## src/rtl/catraca_gate_ctrl.sv

```systemverilog
// Station gate controller: round-robin shares one fare validator among turnstile lanes,
// pulses coin/reject per lane and tracks station occupancy against a capacity limit.
module catraca_gate_ctrl #(
    parameter int unsigned N_LANES     = 4,
    parameter int unsigned CAP_W       = 8,
    parameter int unsigned CAPACITY    = 200,
    parameter int unsigned VAL_TIMEOUT = 16,
    localparam int unsigned LW         = $clog2(N_LANES)
) (
    input  logic               clk,
    input  logic               rst_n,
    input  logic [N_LANES-1:0] req_i,
    input  logic [N_LANES-1:0] unlocked_i,
    input  logic [N_LANES-1:0] passed_i,
    input  logic               exit_i,
    output logic [N_LANES-1:0] coin_o,
    output logic [N_LANES-1:0] reject_o,
    output logic               val_req_o,
    output logic [LW-1:0]      val_lane_o,
    input  logic               val_ack_i,
    input  logic               val_ok_i,
    output logic [CAP_W-1:0]   occupancy_o,
    output logic               full_o,
    output logic               busy_o
);

    localparam int unsigned TW = $clog2(VAL_TIMEOUT + 1);
    localparam int unsigned OW = CAP_W + 2;
    localparam logic [OW-1:0] OCC_MAX = {2'b00, {CAP_W{1'b1}}};

    typedef enum logic [1:0] {StIdle, StValidate, StGrant, StReject} state_e;

    state_e             state_q, state_d;
    logic [LW-1:0]      lane_q, lane_d;
    logic [LW-1:0]      rr_q, rr_d;
    logic [TW-1:0]      timer_q, timer_d;
    logic [CAP_W-1:0]   occ_q, occ_d;

    logic [N_LANES-1:0]   eligible;
    logic [2*N_LANES-1:0] elig_dbl;
    logic [N_LANES-1:0]   elig_rot;
    logic                 pick_valid;
    logic [LW-1:0]        pick_lane;
    logic [LW-1:0]        lane_next;
    logic [N_LANES-1:0]   lane_oh;
    logic [OW-1:0]        occ_sum;

    function automatic logic [OW-1:0] popcnt(input logic [N_LANES-1:0] v);
        logic [OW-1:0] c;
        c = '0;
        for (int i = 0; i < N_LANES; i++) begin
            c = c + {{(OW-1){1'b0}}, v[i]};
        end
        return c;
    endfunction

    // Rotate eligibility so bit 0 is the rr pointer; lowest set bit is the winner.
    assign eligible = req_i & ~unlocked_i;
    assign elig_dbl = {eligible, eligible};
    assign elig_rot = elig_dbl[rr_q +: N_LANES];

    always_comb begin
        pick_valid = |elig_rot;
        pick_lane  = '0;
        for (int k = N_LANES - 1; k >= 0; k--) begin
            if (elig_rot[k]) begin
                pick_lane = LW'((32'(rr_q) + 32'(k)) % N_LANES);
            end
        end
    end

    assign lane_next = (lane_q == LW'(N_LANES - 1)) ? '0 : lane_q + 1'b1;

    assign full_o = ({2'b00, occ_q} + popcnt(unlocked_i)) >= OW'(CAPACITY);

    always_comb begin
        state_d = state_q;
        lane_d  = lane_q;
        rr_d    = rr_q;
        timer_d = timer_q;
        unique case (state_q)
            StIdle: begin
                timer_d = '0;
                if (pick_valid && !full_o) begin
                    lane_d  = pick_lane;
                    state_d = StValidate;
                end
            end
            StValidate: begin
                timer_d = timer_q + 1'b1;
                // An ack in the final timer cycle still takes priority over the timeout.
                if (val_ack_i) begin
                    state_d = val_ok_i ? StGrant : StReject;
                end else if (timer_q == TW'(VAL_TIMEOUT - 1)) begin
                    state_d = StReject;
                end
            end
            StGrant, StReject: begin
                rr_d    = lane_next;
                timer_d = '0;
                state_d = StIdle;
            end
            default: state_d = StIdle;
        endcase
    end

    always_comb begin
        occ_sum = {2'b00, occ_q} + popcnt(passed_i);
        if (exit_i && occ_sum != '0) begin
            occ_sum = occ_sum - 1'b1;
        end
        occ_d = (occ_sum > OCC_MAX) ? {CAP_W{1'b1}} : occ_sum[CAP_W-1:0];
    end

    always_ff @(posedge clk or negedge rst_n) begin
        if (!rst_n) begin
            state_q <= StIdle;
            lane_q  <= '0;
            rr_q    <= '0;
            timer_q <= '0;
            occ_q   <= '0;
        end else begin
            state_q <= state_d;
            lane_q  <= lane_d;
            rr_q    <= rr_d;
            timer_q <= timer_d;
            occ_q   <= occ_d;
        end
    end

    always_comb begin
        lane_oh         = '0;
        lane_oh[lane_q] = 1'b1;
    end

    assign coin_o      = (state_q == StGrant) ? lane_oh : '0;
    assign reject_o    = (state_q == StReject) ? lane_oh : '0;
    assign val_req_o   = (state_q == StValidate);
    assign val_lane_o  = lane_q;
    assign occupancy_o = occ_q;
    assign busy_o      = (state_q != StIdle);

endmodule

```

## config.mk

```make
export PLATFORM = sky130hd
export DESIGN_NAME = catraca_gate_ctrl
export DESIGN_NICKNAME = d
export VERILOG_FILES = /design/src/rtl/catraca_gate_ctrl.sv
export SDC_FILE = /design/constraint.sdc
export NUM_CORES = 1
export LEC_CHECK = 0
export ABC_AREA = 1
export ABC_CLOCK_PERIOD_IN_PS = 3100
export BUFFER_PORTS_ARGS = -buffer_cell sky130_fd_sc_hd__buf_2
export CORE_ASPECT_RATIO = 0.6
export CORE_MARGIN = 3
export CORE_UTILIZATION = 30
export DETAILED_ROUTE_END_ITERATION = 8
export PLACE_DENSITY = 0.57
export SLEW_MARGIN = 10
export SYNTH_ARGS = -nofsm -noshare
export SYNTH_HDL_FRONTEND = slang
export SYNTH_SLANG_ARGS = --single-unit
export TNS_END_PERCENT = 5
```

## constraint.sdc

```tcl
create_clock -name clk -period 3.1 [get_ports clk]
set_clock_uncertainty 0.05 [all_clocks]
set_input_delay 0.465 -clock clk [delete_from_list [all_inputs] [get_ports clk]]
set_output_delay 0.465 -clock clk [all_outputs]
set_load 0.02 [all_outputs]
```

==> results by group <==
Yosys
  – Cell variety after synth: 26
  – Gate Count Post-Synth: 271
  – Seq/Total Area, Yosys: 26.4%
  – Syn avg cell area: 6.64 um^2
  – Synth warn: 0
  – Mapped Area: 1800 um^2
  – Syn Nets: 304
  – Synth Register Bits: 19

Finish
  – Final nets: 355
  – Final core occ: 39.0%
  – Commonest non-fill, non-tap cell in the layout: nand2_1
  – Share of layout cells above drive strength 1: 23.7%
  – Synth-to-Final Area Change: 22.9%
  – Most frequent cells in the layout: nand2_1, inv_1, buf_2, nor2_1
  – Antenna Cells: 0
  – Final instance area: 2210 um^2

Drt
  – Antenna-violating nets left: 0
  – DR DRC count: 0
  – DR pass1 iterations: 4
  – Via count: 1,795
  – Vias/cell: 4.48
  – Wirelength, routed: 4710 um
  – WL/cell: 11.7 um
  – Initial DRC count: 122

Global route
  – Initial antenna violation count: 0
  – Largest net degree at the start of global routing: 20
  – Tot GR Track Use: 14.0%
  – First-pass GRT wire length: 7710 um
  – Number of global-route vias before repair: 1,572
  – Grt ovf: 0

Pwr
  – Worst VDD drop: 0.325 mV
  – Leakage Power: 1.22 nW
  – Pwr Density: 1020 nW/um^2

Setup path
  – CP required: 2580 ps
  – Critical path class: primary input to output pin
  – Worst Setup End Kind: output pin
  – CP Max Fanout: 3
  – CP arrival: 2420 ps
  – CP Launch Type: primary input

Clock network
  – Clock buffers created by TritonCTS: 3
  – CTS H-tree depth: 1
  – Clk slew on worst S/H paths: 60 ps
  – Clock latency on the worst-skew pair: 250 ps
  – Bufs on Longest Clock Path: 2
  – Root Buffer: clkbuf_8
  – Clock sink count: 19
  – TritonCTS clock tree: built
  – Post-CTS Hold Buffers: 0

Placement
  – I/O Buffers: 37
  – Final HPWL DP: 3990 um
  – Placement Cell Area: 2150 um^2
  – Placer Congestion: 0.892

Die
  – Core Rows: 21
  – Initial core utilization: 31.7%
  – Die W: 106 um
  – Die footprint: 7000 um^2
  – Die Span Y: 66.0 um
  – Core area: 5680 um^2
  – # IOs: 38

Min path
  – Hold Crit Class: primary input to async pin

STA
  – Final period util: 94.6%
  – Final number of setup-violating endpoints: 0
  – Fin. max-slew vios: 0
  – Min Tclk post-route: 2930 ps
  – Actual slew at the worst max-slew pin: 499 ps
  – RSZ-0062 raised after global routing: no
  – Final Hold Viols: 0
  – Max Fclk: 341 MHz
  – Rel. slew slack: 66.8%

Outcome
  – Outcome: finished clean

Job
  – Max Cap Viol: 0
cell usage after synthesis:
cell type | instances | share of area (%)
o211ai_1 | 1 | 0.42
xor2_1 | 5 | 2.4
inv_2 | 8 | 1.7
nor2_1 | 26 | 5.4
inv_1 | 39 | 8.1
nor2_4 | 1 | 0.63
xnor2_1 | 2 | 0.97
nand2_4 | 2 | 1.3
nand2_2 | 6 | 2.1
nor3_1 | 2 | 0.56
ha_1 | 10 | 6.9
a22oi_1 | 1 | 0.42
nand3b_1 | 1 | 0.42
nand3_1 | 19 | 5.3
nor2_2 | 2 | 0.69
buf_4 | 1 | 0.42
dfrtp_1 | 19 | 26
buf_6 | 1 | 0.63
nand3_2 | 4 | 2.2
o21ai_0 | 12 | 3.3
a21oi_1 | 6 | 1.7
o21a_1 | 1 | 0.42
fa_1 | 6 | 6.7
nand4_1 | 3 | 1.0
o21ai_1 | 7 | 1.9
nand2_1 | 86 | 18
final cells by class:
cell class              count  area (um^2)
clock buffers               4         45.0
fillers                   614         3460
inverters                  47          176
multi-input cells         203         1130
flip-flops and latches     19          475
well taps                  80          100
repair buffers             48          280
layer usage:
layer / vias up / routed length [um] / GRT usage, %
met4: 0 / 38 / 2.91
met2: 47 / 1710 / 18.8
met3: 5 / 435 / 3.51
li1: 941 / - / -
met5: - / 0 / 0
met1: 802 / 2520 / 21.9
timing repair:
item | in CTS | in global routing
setup endpoints to repair | 0 | 4
resized for setup | 0 | 4
buffers inserted | 0 | 1
critical path: stages:
cell and delay [ps]:
buf_2 120, fa_1 540, fa_1 180, inv_1 60, fa_2 360, o21ai_1 150
o21ai_1 80, nor3_1 180, nand2_1 90, inv_1 50, buf_2 150
state kept, by name (all words and copies together) (netlist names):
name and count:
timer_q 5, occupancy_o 8, rr_q 2, state_q 2, val_lane_o 2
power by group:
group	switching, W	internal [W]
Clock	0.0000764	0.0000913
Sequential	0.000171	0.000348
Combinational	0.000995	0.000566
per-stage QoR:
stage / cells / power, W / hold slack [ps] / worst slack [ps] / TNS [ps]
2_1_floorplan: 271 / 0.00156 / 119 / 215 / 0
3_3_place_gp: 396 / 0.00206 / 375 / -40.7 / -232
3_5_place_dp: 396 / 0.00204 / 378 / -57.5 / -343
4_1_cts: 400 / 0.00222 / 103 / 39.8 / 0
5_1_grt: 401 / 0.00248 / 111 / 8.16 / 0
6_report: 401 / 0.00225 / 88.7 / 167 / 0
path summary, 6_finish.rpt:
path                       cells after the start  slack [ps]                  endpoint                     start
min in group clk                               1         410      timer_q[0]$_DFF_PN0_      timer_q[0]$_DFF_PN0_
max in group asynchronous                      1        2620  occupancy_o[2]$_DFF_PN0_                     rst_n
min reg2reg                                    1         410      timer_q[0]$_DFF_PN0_      timer_q[0]$_DFF_PN0_
max reg2reg                                   12         510  occupancy_o[5]$_DFF_PN0_  occupancy_o[0]$_DFF_PN0_
min                                            1          90  occupancy_o[5]$_DFF_PN0_                     rst_n
max                                           11         170                    full_o             unlocked_i[0]
logic make-up after synthesis:
kind of cell               share of synthesized area [%]
AOI/OAI and AO/OA                                   8.20
xor gates and xnor gates                            3.41
adders and majority gates                           13.6
buffers and inverters                               10.8
DFF                                                 26.4
and+or+nand+nor                                     37.5
No activity file was read; power rests on OpenSTA's default activity.
